## config.mk

```make
export PLATFORM = sky130hd
export DESIGN_NAME = hazard_stall_ctrl
export DESIGN_NICKNAME = d
export VERILOG_FILES = /design/src/rtl/hazard_stall_ctrl.sv
export SDC_FILE = /design/constraint.sdc
export NUM_CORES = 1
export LEC_CHECK = 0
export BUFFER_PORTS_ARGS = -buffer_cell sky130_fd_sc_hd__buf_2
export CORE_UTILIZATION = 40
export DETAILED_ROUTE_END_ITERATION = 16
export PLACE_DENSITY = 0.79
export SYNTH_ARGS = -nofsm -noshare
export SYNTH_HDL_FRONTEND = slang
export SYNTH_SLANG_ARGS = --single-unit
```

## constraint.sdc

```tcl
create_clock -name clk_i -period 1.85 [get_ports clk_i]
set_input_delay 0.37 -clock clk_i [delete_from_list [all_inputs] [get_ports clk_i]]
set_output_delay 0.37 -clock clk_i [all_outputs]
set_load 0.02 [all_outputs]
```

## src/rtl/hazard_stall_ctrl.sv

```systemverilog
// Pipeline hazard / stall controller: load-use stalls, branch flushes and multi-cycle MUL freeze.
// Optional stall counter output enabled by defining HAZARD_STALL_CNT_EN.
module hazard_stall_ctrl #(
  parameter int unsigned MUL_LAT = 4,
  parameter int unsigned CNT_W   = 32
) (
  input  logic             clk_i,
  input  logic             rst_i,
  input  logic [4:0]       id_rs1_addr_i,
  input  logic [4:0]       id_rs2_addr_i,
  input  logic             id_uses_rs2_i,
  input  logic             id_branch_taken_i,
  input  logic [4:0]       ex_rd_addr_i,
  input  logic             ex_mem_read_i,
  input  logic             ex_is_mul_i,
  output logic             pc_write_o,
  output logic             ifid_write_o,
  output logic             ifid_flush_o,
  output logic             idex_write_o,
  output logic             idex_bubble_o,
  output logic             exmem_bubble_o,
  output logic             mul_start_o,
  output logic             mul_done_o,
`ifdef HAZARD_STALL_CNT_EN
  output logic [CNT_W-1:0] stall_cnt_o,
`endif
  output logic             busy_o
);

  typedef enum logic [1:0] {
    RUN      = 2'd0,
    MUL_WAIT = 2'd1,
    MUL_REL  = 2'd2
  } state_e;

  localparam logic [3:0] LAT_M1 = 4'(MUL_LAT - 1);

  state_e     state_q, state_d;
  logic [3:0] cnt_q, cnt_d;
  logic       load_use_s;
  logic       hazard_en_s;

  assign load_use_s = ex_mem_read_i && (ex_rd_addr_i != 5'd0) &&
                      ((ex_rd_addr_i == id_rs1_addr_i) ||
                       (id_uses_rs2_i && (ex_rd_addr_i == id_rs2_addr_i)));

  // Hazard logic only acts when the front end is not frozen by a multiply.
  assign hazard_en_s = ((state_q == RUN) && !ex_is_mul_i) || (state_q == MUL_REL);

  // State and sequence counter register.
  always_ff @(posedge clk_i or posedge rst_i) begin
    if (rst_i) begin
      state_q <= RUN;
      cnt_q   <= 4'd0;
    end else begin
      state_q <= state_d;
      cnt_q   <= cnt_d;
    end
  end

  // Next-state and pipeline control decode.
  always_comb begin
    state_d        = state_q;
    cnt_d          = cnt_q;
    pc_write_o     = 1'b1;
    ifid_write_o   = 1'b1;
    ifid_flush_o   = 1'b0;
    idex_write_o   = 1'b1;
    idex_bubble_o  = 1'b0;
    exmem_bubble_o = 1'b0;
    mul_start_o    = 1'b0;
    mul_done_o     = 1'b0;
    busy_o         = 1'b0;

    case (state_q)
      RUN: begin
        if (ex_is_mul_i) begin
          pc_write_o     = 1'b0;
          ifid_write_o   = 1'b0;
          idex_write_o   = 1'b0;
          exmem_bubble_o = 1'b1;
          busy_o         = 1'b1;
          mul_start_o    = 1'b1;
          cnt_d          = LAT_M1;
          state_d        = MUL_WAIT;
        end else begin
          state_d = RUN;
        end
      end
      MUL_WAIT: begin
        pc_write_o     = 1'b0;
        ifid_write_o   = 1'b0;
        idex_write_o   = 1'b0;
        exmem_bubble_o = 1'b1;
        busy_o         = 1'b1;
        cnt_d          = cnt_q - 4'd1;
        if (cnt_q <= 4'd1) begin
          state_d = MUL_REL;
        end else begin
          state_d = MUL_WAIT;
        end
      end
      MUL_REL: begin
        // The MUL still sitting in ID/EX is not re-issued; release goes straight to RUN.
        mul_done_o = 1'b1;
        busy_o     = 1'b1;
        state_d    = RUN;
      end
      default: begin
        state_d = RUN;
        cnt_d   = 4'd0;
      end
    endcase

    if (hazard_en_s) begin
      if (load_use_s) begin
        pc_write_o    = 1'b0;
        ifid_write_o  = 1'b0;
        idex_bubble_o = 1'b1;
      end else if (id_branch_taken_i) begin
        ifid_flush_o = 1'b1;
      end else begin
        ifid_flush_o = 1'b0;
      end
    end else begin
      idex_bubble_o = 1'b0;
    end

    if (rst_i) begin
      pc_write_o     = 1'b0;
      ifid_write_o   = 1'b0;
      ifid_flush_o   = 1'b1;
      idex_write_o   = 1'b0;
      idex_bubble_o  = 1'b1;
      exmem_bubble_o = 1'b1;
      mul_start_o    = 1'b0;
      mul_done_o     = 1'b0;
      busy_o         = 1'b0;
    end else begin
      busy_o = busy_o;
    end
  end

`ifdef HAZARD_STALL_CNT_EN
  logic [CNT_W-1:0] stall_cnt_q;

  // Count cycles in which the PC is held.
  always_ff @(posedge clk_i or posedge rst_i) begin
    if (rst_i) begin
      stall_cnt_q <= '0;
    end else if (!pc_write_o) begin
      stall_cnt_q <= stall_cnt_q + {{(CNT_W-1){1'b0}}, 1'b1};
    end else begin
      stall_cnt_q <= stall_cnt_q;
    end
  end

  assign stall_cnt_o = stall_cnt_q;
`endif

endmodule
```

==> reports/metrics.cfg <==
[outcome]
status = finished with violations
violations = negative setup slack

[synthesis]
syn_avg_cell_area_um2 = 8.40
yosys_warnings = 0
async_flop_share_pct = 100
synth_edf_count = 0
synth_top_flop_cell = dfrtp_1
ys_seq_area_share_pct = 25.5
synth_cells = 70
yosysUniqueCellTypes = 24
syn_nets = 97
synth.ff_latch_count = 6
netlist_area_um2 = 588

[floorplan]
fp.dieArea_um2 = 1630
io_pins = 30
rows = 13
die_w_um = 40.3
die_h_um = 40.3
core_area_um2 = 1330
start_util_pct = 44.1

[layout]
antenna_cells = 0
nFillCells = 103
drive_above_1_share_pct = 52.6
syn_to_final_growth_pct = 67.4
multiInputGateArea_um2 = 483
final_cell_area_um2 = 985
finish.net_count = 145
regArea_um2 = 150

[timing]
fmax_mhz = 513
setup_ws_ns = -0.0997
hold_violations = 0
slew_headroom_pct = 86.5
rsz0062_at_grt = yes
worst_pin_slew_ns = 0.202
fin_skew_ns = 0.00678
period_share_pct = 105
fin_crit_ns = 1.95
hold-worst-slack_ns = 0.202
setup_violations = 4
drv_slew = 0

[placement]
place_area_um2 = 831
hpwl_mm = 1.19
gp_congestion = 0.771
pre_cts_ws_ns = -0.0765
numPortBuffers = 29

[clock_tree]
tritoncts = done
cts_root_buffer = clkbuf_4
numCtsBuffers = 3
clkSinkCount = 6
cts_max_level = 1
cts.reportedPaths.clkPinSlew_ns = 0.05
clkLatencyLatePin_ns = 0.25
clock_path_buffers = 2
ctsHoldBuffers = 0

[drt]
route.vias.total = 641
initialDrtViolationCount = 9
drt_wl_total_mm = 1.59
postRouteAntennaNets = 0
drc = 0
detailedRoute.firstPassIterationCount = 3
via_per_inst = 4.89
drt-wirelength-per-cell_um = 12.1

[critical_path]
regToRegEndpoint = cnt_q[3]
r2r-start = state_q[1]
required_ns = 1.48
cp-start-kind = input pin
crit_fanout = 2
worstSetupPathType = input pin to output pin
r2r_cells = 6
cp-end-kind = output pin
worst_ep_arrival_time_ns = 1.58
r2r_slack_ns = 0.42

[grt]
grt_max_degree = 8
grt_pass1_vias = 564
antenna_found_initial = 0
grt_pass1_wl_mm = 2.23
grt_usage_pct = 20.9
overflow = 0

[pwr]
p_leak_nw = 0.487
power_density_nw_per_um2 = 1210
peakVddDrop_mv = 0.655
total_power_mw = 1.19

[job]
max_cap_violations = 0

[hold_path]
min_path_type = input pin to asynchronous set/reset pin

cells by family (layout without fill, tap and decap cells):
logic type,Yosys count,in the layout,share of synthesized area (%)
buf+inv,8,54,5.75
flops,6,6,25.5
xor+xnor,10,10,14.9
simple gates,21,21,17.4
compound gates,19,19,23.6
fa+ha+maj,6,6,12.8
cells in the final DEF, fill, tap and decap left out, types with 4 or more instances in the layout:
cell	count
buf_2	23
buf_4	18
xnor2_1	10
dfrtp_1	6
nor2_1	5
a21oi_1	5
inv_1	4
nand2_1	4
metrics by stage:
| stage | util (%) | instances | TNS (ns) |
|---|---|---|---|
| 3_3_place_gp | 62.3 | 122 | -0.140 |
| 3_5_place_dp | 62.3 | 122 | -0.215 |
| 6_report | 73.8 | 131 | -0.251 |
| 4_1_cts | 71.4 | 130 | -0.100 |
| 5_1_grt | 73.8 | 131 | -0.481 |
| 2_1_floorplan | - | 70 | 0 |
registers in the layout, summed over array words and instances (netlist names):
register,count
cnt_q,4
state_q,2
what timing repair did:
item	CTS	global route
resized for setup	16	6
cloned	0	0
endpoints found under the setup margin	8	7
pin swaps	1	1
buffers inserted	5	1
worst max-delay path by stage:
| stage | from | end | slack [ns] | cells after the start |
|---|---|---|---|---|
| 2_1_floorplan | ex_rd_addr_i[1] | pc_write_o | 0.008 | 5 |
| 3_3_place_gp | ex_rd_addr_i[1] | idex_bubble_o | -0.06 | 6 |
| 3_5_place_dp | ex_rd_addr_i[1] | idex_bubble_o | -0.08 | 6 |
| 4_1_cts | ex_rd_addr_i[1] | idex_bubble_o | -0.05 | 6 |
| 5_1_grt | ex_rd_addr_i[1] | ifid_flush_o | -0.16 | 6 |
| 6_report | ex_rd_addr_i[1] | ifid_flush_o | -0.1 | 6 |
where the power goes:
group	switching, mW	total [mW]	internal (mW)
Clock	0.0460	0.119	0.0733
Combinational	0.414	0.842	0.428
Sequential	0.0495	0.232	0.183
Total	0.510	1.19	0.684
per-layer routing:
metal / wire, um / track usage (%) / part of all wire [%] / vias to the layer above
met2: 776 / 34.1 / 49 / 16
met4: 0 / 2.50 / 0 / 0
met5: 0 / 0 / 0 / -
li1: - / - / - / 332
met1: 734 / 25.4 / 46 / 293
met3: 79 / 10.0 / 5.0 / 0
cells in the mapped netlist (all sizes together) (2+ instances only):
master	instances	area [um2]
a21o	2	15.0
a21oi	6	41.3
dfrtp	6	150
ha	6	75.1
inv	7	26.3
nand2	5	18.8
nand3	2	10.0
nor2	6	22.5
nor2b	3	18.8
nor3	3	15.0
o21ai	4	23.8
xnor2	10	87.6
layout make-up:
| cell class | instances | share of cell area (%) |
|---|---|---|
| clock buffer | 3 | 2.29 |
| inverter | 7 | 2.67 |
| multi-input combinational | 56 | 49.0 |
| sequential | 6 | 15.2 |
| tap | 15 | 1.91 |
| timing repair buffer | 44 | 28.8 |
critical path, stage by stage:
cell and delay (ns):
buf_6 0.09, or4_4 0.54, o21ai_4 0.18, nor2_1 0.06
a21oi_1 0.16, buf_4 0.18
Note: power is estimated with default switching activity, not from simulation.
